### src/rtl/filtro_pkg.sv
// Constants and state encoding shared by the ADC acquisition front end and the filter chain.
package filtro_pkg;

  localparam int W          = 25;
  localparam int FRAC       = 15;
  localparam int ADC_BITS   = 12;
  localparam int FRAME_BITS = 16;
  localparam int ADC_MID    = 2048;

  typedef enum logic [1:0] {
    IDLE,
    SETUP,
    SHIFT,
    DONE
  } state_t;

  // Offset-binary ADC code to a signed offset around mid-scale.
  function automatic logic signed [ADC_BITS:0] code_to_offset(input logic [ADC_BITS-1:0] code);
    logic [ADC_BITS:0] diff;
    diff = {1'b0, code} - (ADC_BITS + 1)'(ADC_MID);
    return signed'(diff);
  endfunction

endpackage

### src/rtl/tick_divider.sv
// Modulo-N counter producing a one-cycle tick on its wrap cycle, with synchronous clear.
module tick_divider #(
  parameter int N = 4
) (
  input  logic clk_i,
  input  logic rst_i,
  input  logic clr_i,
  input  logic en_i,
  output logic tick_o
);

  localparam int            CW   = (N > 1) ? $clog2(N) : 1;
  localparam logic [CW-1:0] LAST = CW'(N - 1);

  logic [CW-1:0] cnt_q;
  logic [CW-1:0] cnt_d;

  always_comb begin
    cnt_d = cnt_q;
    if (clr_i) begin
      cnt_d = '0;
    end else if (en_i) begin
      cnt_d = (cnt_q == LAST) ? '0 : cnt_q + CW'(1);
    end
  end

  always_ff @(posedge clk_i or posedge rst_i) begin
    if (rst_i) begin
      cnt_q <= '0;
    end else begin
      cnt_q <= cnt_d;
    end
  end

  assign tick_o = en_i && !clr_i && (cnt_q == LAST);

endmodule

### src/rtl/adc_captura.sv
// Sample-rate tick, serial ADC frame capture and conversion to a signed fixed-point sample
// with a one-cycle strobe for the downstream filter.
module adc_captura #(
  parameter int W         = filtro_pkg::W,
  parameter int FRAC      = filtro_pkg::FRAC,
  parameter int DIV       = 1000,
  parameter int SCLK_HALF = 4
) (
  input  logic         CLK,
  input  logic         Reset,
  input  logic         Run,
  input  logic         SDATA,
  output logic         CS_n,
  output logic         SCLK,
  output logic [W-1:0] u,
  output logic         Enable,
  output logic         Busy,
  output logic         Overrun
);

  import filtro_pkg::*;

  localparam int             BCW      = $clog2(FRAME_BITS + 1);
  localparam logic [BCW-1:0] LAST_BIT = BCW'(FRAME_BITS);
  localparam int             SHIFT_UP = FRAC - (ADC_BITS - 1);

  state_t              state_q;
  logic                cs_n_q;
  logic                sclk_q;
  logic                enable_q;
  logic                busy_q;
  logic                overrun_q;
  logic [W-1:0]        u_q;
  logic [ADC_BITS-1:0] shift_q;
  logic [BCW-1:0]      bit_cnt_q;

  logic                       sample_tick;
  logic                       phase_tick;
  logic                       phase_run;
  logic signed [ADC_BITS:0]   offset;
  logic [W-1:0]               sample_d;

  tick_divider #(.N(DIV)) u_rate (
    .clk_i (CLK),
    .rst_i (Reset),
    .clr_i (1'b0),
    .en_i  (1'b1),
    .tick_o(sample_tick)
  );

  // Half-period timer restarts from zero each frame so SETUP and every SCLK phase last SCLK_HALF.
  assign phase_run = (state_q == SETUP) || (state_q == SHIFT);

  tick_divider #(.N(SCLK_HALF)) u_phase (
    .clk_i (CLK),
    .rst_i (Reset),
    .clr_i (!phase_run),
    .en_i  (phase_run),
    .tick_o(phase_tick)
  );

  // The shift register keeps only the last 12 bits, so the leading zeros fall off the top.
  assign offset   = code_to_offset(shift_q);
  assign sample_d = {{(W - ADC_BITS - 1){offset[ADC_BITS]}}, offset} << SHIFT_UP;

  always_ff @(posedge CLK or posedge Reset) begin
    if (Reset) begin
      state_q   <= IDLE;
      cs_n_q    <= 1'b1;
      sclk_q    <= 1'b1;
      enable_q  <= 1'b0;
      busy_q    <= 1'b0;
      overrun_q <= 1'b0;
      u_q       <= '0;
      shift_q   <= '0;
      bit_cnt_q <= '0;
    end else begin
      enable_q <= 1'b0;
      if (sample_tick && (state_q != IDLE)) begin
        overrun_q <= 1'b1;
      end
      case (state_q)
        IDLE: begin
          if (sample_tick && Run) begin
            state_q   <= SETUP;
            cs_n_q    <= 1'b0;
            busy_q    <= 1'b1;
            bit_cnt_q <= '0;
          end
        end
        SETUP: begin
          if (phase_tick) begin
            state_q <= SHIFT;
            sclk_q  <= 1'b0;
          end
        end
        SHIFT: begin
          if (phase_tick) begin
            if (!sclk_q) begin
              sclk_q    <= 1'b1;
              shift_q   <= {shift_q[ADC_BITS-2:0], SDATA};
              bit_cnt_q <= bit_cnt_q + BCW'(1);
            end else if (bit_cnt_q == LAST_BIT) begin
              // End of the 16th high phase: SCLK stays high into DONE.
              state_q  <= DONE;
              cs_n_q   <= 1'b1;
              busy_q   <= 1'b0;
              u_q      <= sample_d;
              enable_q <= 1'b1;
            end else begin
              sclk_q <= 1'b0;
            end
          end
        end
        DONE: begin
          state_q <= IDLE;
        end
        default: begin
          state_q <= IDLE;
        end
      endcase
    end
  end

  assign CS_n    = cs_n_q;
  assign SCLK    = sclk_q;
  assign u       = u_q;
  assign Enable  = enable_q;
  assign Busy    = busy_q;
  assign Overrun = overrun_q;

endmodule
### config.mk
export PLATFORM = sky130hd
export DESIGN_NAME = adc_captura
export DESIGN_NICKNAME = d
export VERILOG_FILES = /design/src/rtl/filtro_pkg.sv /design/src/rtl/tick_divider.sv /design/src/rtl/adc_captura.sv
export SDC_FILE = /design/constraint.sdc
export NUM_CORES = 1
export LEC_CHECK = 0
export ABC_AREA = 1
export BUFFER_PORTS_ARGS = -buffer_cell sky130_fd_sc_hd__buf_2
export CAP_MARGIN = 30
export CORE_MARGIN = 2
export CORE_UTILIZATION = 46
export CTS_CLUSTER_DIAMETER = 40
export DETAILED_ROUTE_END_ITERATION = 8
export GPL_TIMING_DRIVEN = 0
export PLACE_DENSITY = 0.79
export SYNTH_ARGS = -nofsm -noshare
export SYNTH_HDL_FRONTEND = slang
export SYNTH_SLANG_ARGS = --single-unit
### constraint.sdc
create_clock -name CLK -period 1.5 [get_ports CLK]
set_clock_uncertainty 0.15 [all_clocks]
set_input_delay 0.075 -clock CLK [delete_from_list [all_inputs] [get_ports CLK]]
set_output_delay 0.075 -clock CLK [all_outputs]
set_load 0.05 [all_outputs]
==> metrics.cfg, run 1 <==
[synth]
yosysTopAreaCellShare_pct = 49.0
netlist_top_cells_area = dfrtp_1 (49%), nand2_1 (8.8%), o21ai_2 (6.3%)
synth_compound_area_share_pct = 12.5
largest_family_of_logic_cells_by_synthesized_area = simple AND/OR/NAND/NOR gates
syn_area_sq_um = 2350
synth_area_leader_cell = dfrtp_1
avg_inst_size_synth_sq_um = 9.35
postSynthRegisterBits = 48
muxShareOfSynthArea_pct = 0.480
register_area_share_after_synthesis_pct = 51.3
yosys.area_share.adder_pct = 4.26
cells_after_synth = 251
post_synth_and_or_nand_nor_area_fraction_pct = 19.5
yosys_warnings = 0
synth_xor_xnor_area_share_pct = 1.12
synth.distinct_cells = 31

[pwr]
combPwrFrac_pct = 3.4
power.leakage_nw = 1.55
power_frac_seq_pct = 59.2
power.share.clock_pct = 37.4
proportion_of_total_power_due_to_net_switching_pct = 22.7
power_per_cell_area_nw_per_um2 = 677
p_switching_mw = 0.497
vdd.ir_drop.worst_mv = 0.389
p_int_mw = 1.69

[hold_path]
hold_start = Run
worstHoldPathType = input pin to register

[final_layout]
utilization_pct = 67.1
layout.filler_cells = 364
area_growth_syn_to_layout_pct = 37.6
finalNetCount = 323
drive_above_1_share_pct = 56.4
num_antenna_cells = 0

[setup_path]
arrival_ns = 1.79
cp-start-kind = register
crit_path_max_incr_delay_ns = 0.40
crit_path_end_kind = register
worstPathCellList = inv_2 > ha_4 > nand2_4 > inv_4 > nand2_4 > a21oi_4 > nand2_4 > nand2_2 > o21ai_2
critical_path.slowest_cell = dfrtp_1
critical_path_rt_ns = 1.55
crit_family = flip-flops
timing.critical_path.buf_inv = 2
timing_worst_setup_path_type = register to register
cp_common_cell = nand2_4
regToRegStartpoint = state_q[0]$_DFFE_PP0P_
worst_setup_path_startpoint = state_q[0]$_DFFE_PP0P_
path_max_fanout = 5

[timing]
slew_viol_final = 0
finalWorstPathRequiredPeriod_ns = 1.74
finalWorstSetupSlack_ns = -0.238
final_hold_viol_count = 0
timing.final.crit_share_pct = 116
report.final.setup_viol = 35
rsz_0062_raised_after_global_routing = true
whs_ns = 0.0486
fmaxAchievable_mhz = 576

[clock_tree]
cts_max_level = 2
clkLatencyLatePin_ns = 0.31
cts_buffers = 5
clock_transition_at_the_register_clock_pins_on_the_worst_setup_and_hold_paths_after_cts_ns = 0.09
cts-root-buf = clkbuf_8
clkSinkCount = 48
cts_tree = yes
max-clock-path-buffers = 2

[place]
port-buffer-count = 29
detailed_placer_s_ending_hpwl_microns = 2910
globalplace.congestion = 0.821

[detailed_routing]
met2WireLength_microns = 2740
drt_pre_antenna_iters = 4
drc = 0
met1Wirelength_microns = 2370
drt-total-wl_microns = 5450
route.met3.wl_microns = 227
detail-route-antenna-nets = 0
routed_wire_length_per_instance_microns = 14.4
top_layer = met4
num_vias = 1864
vias_per_cell = 4.92
initialDrtViolationCount = 179

[outcome]
outcome = finished, violations left
violations = setup timing

[floorplanning]
io_pins = 34
die_y_microns = 75.4
fp.dieArea_sq_um = 5690
chipWidth_microns = 75.4
placement_rows = 25
initial_core_utilization_pct = 48.7
coreArea_sq_um = 4820

[flow_run]
drv_cap = 0

[global_route]
grt_start_max_net_pins = 41
grt_pass1_wl_microns = 7510
first_global_vias = 1650
globalRoute.totalOverflow = 0
grt.total_usage_pct = 17.8
grt_antenna_before_repair = 0

-- layout by cell type, fill, tap and decap left out, drive strengths merged, types with 3 or more instances in the layout --
cell / Yosys / routed
nand2: 59 / 60
conb: 1 / 4
inv: 31 / 31
o21ai: 34 / 34
clkbuf: 1 / 8
ha: 8 / 8
a21oi: 8 / 8
dfrtp: 46 / 46
nor2: 15 / 15
xor2: 3 / 3
buf: 17 / 64
nand3: 13 / 13
nor3: 3 / 3
-- cell type report --
class / count / area, sq um / share of cell area [%]
well taps: 67 / 83.8 / 2.59
repair buffers: 49 / 349 / 10.8
multi-input cells: 158 / 1210 / 37.6
clock buffers: 7 / 86.3 / 2.67
plain buffers: 18 / 165 / 5.11
inverters: 31 / 119 / 3.68
clock inverters: 1 / 7.51 / 0.232
flip-flops and latches: 48 / 1200 / 37.3
-- worst min-delay path, cell delays in order --
cell and delay, ns:
buf_2 0.11, nand3_2 0.08, nand2_4 0.10, nand2_2 0.09, nand2_1 0.05
-- routing by layer --
metal,vias up,track usage (%)
li1,908,-
met1,911,23.4
met2,39,27.7
met3,6,3.31
met4,0,9.94
met5,-,0
-- metrics by stage --
stage	area, sq um	power (mW)	std cells	setup slack (ns)	TNS (ns)
after floorplan	2390	1.37	254	-0.0875	-1.27
after global placement	2620	1.38	350	-0.483	-27.89
after detailed placement	2640	1.39	351	-0.244	-6.19
after CTS	2950	2.19	372	-0.161	-3.83
after global routing	3230	2.25	379	-0.290	-7.46
final	3230	2.19	379	-0.238	-5.58
-- cell families (layout without fill, tap and decap cells) --
group                      after synthesis  after routing
AOI/OAI and AO/OA                       44             44
xor gates and xnor gates                 3              3
adders and majority gates                8              8
buffers and inverters                   49            106
DFF                                     48             48
muxes                                    1              1
other                                    1              4
and+or+nand+nor                         97             98
-- power by group through the flow --
stage | Combinational, mW | Clock, mW | Sequential [mW]
after floorplan | 0.0506 | 0 | 1.32
after global placement | 0.0622 | 0 | 1.32
after detailed placement | 0.0699 | 0 | 1.32
after CTS | 0.0741 | 0.821 | 1.29
after global routing | 0.0824 | 0.874 | 1.30
final | 0.0737 | 0.818 | 1.29
-- repair_timing --
item,4_1_cts,5_1_grt
gates resized for setup,32,75
gates cloned,1,2
endpoints found under the setup margin,39,49
hold buffers,2,0
endpoints found under the hold margin,47,0
buffers inserted,10,5
pin swaps,13,15
-- cell usage after synthesis --
cell type / instances
inv_2: 2
nor3b_1: 2
nand3_2: 3
buf_2: 2
nand2_4: 2
clkbuf_2: 1
a21oi_2: 1
o21ai_0: 17
buf_4: 13
buf_6: 2
nand4_1: 2
ha_1: 8
conb_1: 1
mux2_2: 1
nand3_1: 10
o21bai_1: 1
dfstp_2: 2
nor2_1: 12
nor4_2: 1
a21boi_0: 1
xor2_1: 3
nor3_2: 1
inv_1: 29
nand2_2: 2
o21ai_2: 17
or2_2: 2
nor2_2: 3
nor3_1: 2
dfrtp_1: 46
a21oi_1: 7
nand2_1: 55
-- path summary, 6_finish.rpt --
kind	endpoint	depth (start not counted)	slack, ns
max	bit_cnt_q[3]$_DFFE_PP0P_	9	-0.24
min	CS_n$_DFFE_PP1P_	5	0.05
max reg2reg	bit_cnt_q[3]$_DFFE_PP0P_	9	-0.24
min reg2reg	u_phase.cnt_q[0]$_DFF_PP0_	1	0.30
max in group asynchronous	SCLK$_DFFE_PP1P_	4	0.59
min in group asynchronous	u_rate.cnt_q[2]$_DFF_PP0_	3	0.06
-- state kept, by name, summed over array words and instances (netlist names) --
register and cells:
Busy 1, CS_n 1, Enable 1, Overrun 1, SCLK 1, bit_cnt_q 5, shift_q 12, state_q 2
u 12, u_phase.cnt_q 2, u_rate.cnt_q 10
No activity file was read; power rests on OpenSTA's default activity.
==> run 2: changes to the inputs <==
--- a/config.mk
+++ b/config.mk
@@ -8,12 +8,12 @@
 export ABC_AREA = 1
 export BUFFER_PORTS_ARGS = -buffer_cell sky130_fd_sc_hd__buf_2
 export CAP_MARGIN = 30
-export CORE_MARGIN = 2
+export CORE_MARGIN = 3
 export CORE_UTILIZATION = 46
 export CTS_CLUSTER_DIAMETER = 40
 export DETAILED_ROUTE_END_ITERATION = 8
 export GPL_TIMING_DRIVEN = 0
-export PLACE_DENSITY = 0.79
+export PLACE_DENSITY = 0.76
 export SYNTH_ARGS = -nofsm -noshare
 export SYNTH_HDL_FRONTEND = slang
 export SYNTH_SLANG_ARGS = --single-unit
==> constraint.sdc (replaced) <==
create_clock -name CLK -period 2.1 [get_ports CLK]
set_clock_uncertainty 0.15 [all_clocks]
set_input_delay 0.105 -clock CLK [delete_from_list [all_inputs] [get_ports CLK]]
set_output_delay 0.105 -clock CLK [all_outputs]
set_load 0.05 [all_outputs]
==> run 2 against run 1 <==
Effect of this change: the run now ends clean; non-clock buffer count decreased by 17; final area decreased by 15%; core utilization decreased by 10 points; hold slack got worse by 0.0028 ns; setup slack improved by 0.44 ns; final cell count decreased by 4.7%; die area increased by 5.4%; combinational power decreased by 31%; total power decreased by 24%; sequential power decreased by 28%; critical path type unchanged; critical endpoint is now shift_q[10]$_DFFE_PP0P_; largest cell class is now flip-flops and latches.
==> metrics.cfg, run 2 (synthesized netlist as in run 1, its figures left out) <==
[setup_path]
critical_path.slowest_cell = dfrtp_1  ; unchanged
rr_worst_depth = 8  ; was 9
critical_path_rt_ns = 2.14  ; was 1.55 ns
crit_path_end_kind = register  ; unchanged
path_max_fanout = 10  ; was 5
arrival_ns = 1.94  ; was 1.79 ns
cp-start-kind = register  ; unchanged
critical_path_cell_count = 8  ; was 9
timing.critical_path.buf_inv = 3  ; was 2
crit_family = buffers and inverters  ; was flip-flops
timing_worst_setup_path_type = register to register  ; unchanged
crit_path_max_incr_delay_ns = 0.39  ; was 0.40 ns
worstPathCellList = inv_1 > ha_1 > nand2_1 > inv_1 > nand3_1 > buf_2 > nand2_1 > o21ai_0  ; was inv_2 > ha_4 > nand2_4 > inv_4 > nand2_4 > a21oi_4 > nand2_4 > nand2_2 > o21ai_2

[detailed_routing]
drc = 0  ; unchanged
initialDrtViolationCount = 88  ; was 179
drt-total-wl_microns = 4080  ; was 5450 microns
vias_per_cell = 4.73  ; was 4.92
detail-route-antenna-nets = 0  ; unchanged
num_vias = 1706  ; was 1864
drt_pre_antenna_iters = 4  ; unchanged
routed_wire_length_per_instance_microns = 11.3  ; was 14.4 microns

[place]
port-buffer-count = 29  ; unchanged
globalplace.congestion = 0.773  ; was 0.821
detailed_placer_s_ending_hpwl_microns = 2980  ; was 2910 microns

[clock_tree]
clock_transition_at_the_register_clock_pins_on_the_worst_setup_and_hold_paths_after_cts_ns = 0.09  ; about the same
cts_tree = yes  ; unchanged
cts_buffers = 5  ; unchanged
max-clock-path-buffers = 2  ; unchanged
cts-root-buf = clkbuf_8  ; unchanged
ctsResizeCount = 0  ; was 32
cts_max_level = 2  ; unchanged
clkLatencyLatePin_ns = 0.31  ; about the same
clkSinkCount = 48  ; unchanged

[pwr]
power_per_cell_area_nw_per_um2 = 606  ; was 677 nW/um^2
power.leakage_nw = 1.37  ; was 1.55 nW
vdd.ir_drop.worst_mv = 0.450  ; was 0.389 mV

[final_layout]
drive_above_1_share_pct = 32.0  ; was 56.4%
layout.filler_cells = 466  ; was 364
layout_common_cells = nand2_1 (55), dfrtp_1 (46), buf_2 (31), inv_1 (28)  ; was dfrtp_1 (45), buf_2 (29), nand2_2 (25), o21ai_2 (25), buf_4 (24)
multi_input_comb_area_sq_um = 903  ; was 1210 sq um
num_antenna_cells = 0  ; unchanged
area_growth_syn_to_layout_pct = 16.9  ; was 37.6%
finalNetCount = 305  ; was 323
utilization_pct = 57.0  ; was 67.1%
layout.area.seq_sq_um = 1200  ; about the same
final_common_cell = nand2_1  ; was dfrtp_1

[floorplanning]
die_y_microns = 77.4  ; was 75.4 microns
chipWidth_microns = 77.4  ; was 75.4 microns
placement_rows = 25  ; unchanged
initial_core_utilization_pct = 48.7  ; unchanged
io_pins = 34  ; unchanged
coreArea_sq_um = 4820  ; unchanged
fp.dieArea_sq_um = 6000  ; was 5690 sq um

[timing]
timing.setup.tns_ns = 0  ; was -5.58 ns
finalWorstPathRequiredPeriod_ns = 1.90  ; was 1.74 ns
fmaxAchievable_mhz = 526  ; was 576 MHz
final_hold_viol_count = 0  ; unchanged
slew_viol_final = 0  ; unchanged
timing.final.crit_share_pct = 90.5  ; was 116%
rsz_0062_raised_after_global_routing = false  ; was true
report.final.setup_viol = 0  ; was 35

[global_route]
grt_antenna_before_repair = 0  ; unchanged
grt_start_max_net_pins = 40  ; was 41
first_global_vias = 1690  ; was 1650
globalRoute.totalOverflow = 0  ; unchanged
grt.total_usage_pct = 14.9  ; was 17.8%
grt_pass1_wl_microns = 7250  ; was 7510 microns

[outcome]
outcome = finished, final reports clean  ; was finished, violations left

[hold_path]
cell_depth_of_the_worst_hold_path = 5  ; unchanged
worstHoldPathType = input pin to register  ; unchanged

[flow_run]
drv_cap = 0  ; unchanged

## run 2: cell types whose count changed in the layout (fill, tap and decap cells not counted), sizes merged
cell and change:
nand2 -1, clkbuf -2, clkinvlp -1, clkinv +2, bufinv +1, buf -17
## run 2: worst paths after layout
check	start	end	slack (ns)
setup / recovery	state_q[0]$_DFFE_PP0P_	shift_q[10]$_DFFE_PP0P_	0.20
hold / removal	Run	CS_n$_DFFE_PP1P_	0.05
setup reg to reg	state_q[0]$_DFFE_PP0P_	shift_q[10]$_DFFE_PP0P_	0.20
hold reg to reg	u_phase.cnt_q[0]$_DFF_PP0_	u_phase.cnt_q[0]$_DFF_PP0_	0.30
max in group asynchronous	Reset	CS_n$_DFFE_PP1P_	1.17
min in group asynchronous	Reset	u[5]$_DFFE_PP0P_	0.09
## run 2: routing by layer
layer	share of wire [%]	track usage, %
met3	3.6	3.94
met5	0	0
met1	46	17.4
met4	1.7	5.87
met2	48	25.9
## run 2: worst register-to-register path, cell delays in order (launching register included)
cell and delay (ns):
dfrtp_1 0.39, inv_1 0.10, ha_1 0.34, nand2_1 0.10, inv_1 0.08, nand3_1 0.21
buf_2 0.27, nand2_1 0.08, o21ai_0 0.08
## run 2: layout make-up
class                   instances  share of cell area [%]
flip-flops and latches         48                    43.9
multi-input cells             157                    32.9
repair buffers                 32                    6.75
plain buffers                  18                    4.92
inverters                      31                    4.24
well taps                      67                    3.06
clock buffers                   5                    2.51
clock inverters                 3                    1.73
## run 2: where the power goes
| part | internal, mW | leakage, nW | switching (mW) |
|---|---|---|---|
| clock | 0.359 | 0.0583 | 0.328 |
| combinational | 0.0139 | 0.674 | 0.0366 |
| sequential | 0.925 | 0.642 | 0.000302 |
| total | 1.30 | 1.37 | 0.365 |
## run 2: what timing repair did
item	CTS	global route
endpoints found under the hold margin	47	0
setup buffers	0	0
hold buffers	2	0
## run 2: through the flow
| stage | hold WS (ns) | total power [mW] | instance area, sq um | worst slack, ns | cells |
|---|---|---|---|---|---|
| finish | 0.0459 | 1.66 | 2740 | 0.200 | 361 |
| global placement | 0.210 | 0.988 | 2590 | 0.0755 | 350 |
| floorplan | 0.114 | 0.979 | 2360 | 0.427 | 254 |
| global route | 0.0578 | 1.72 | 2740 | 0.0211 | 361 |
| CTS | 0.0404 | 1.68 | 2740 | 0.204 | 361 |
| detailed placement | -0.111 | 0.992 | 2610 | 0.222 | 351 |
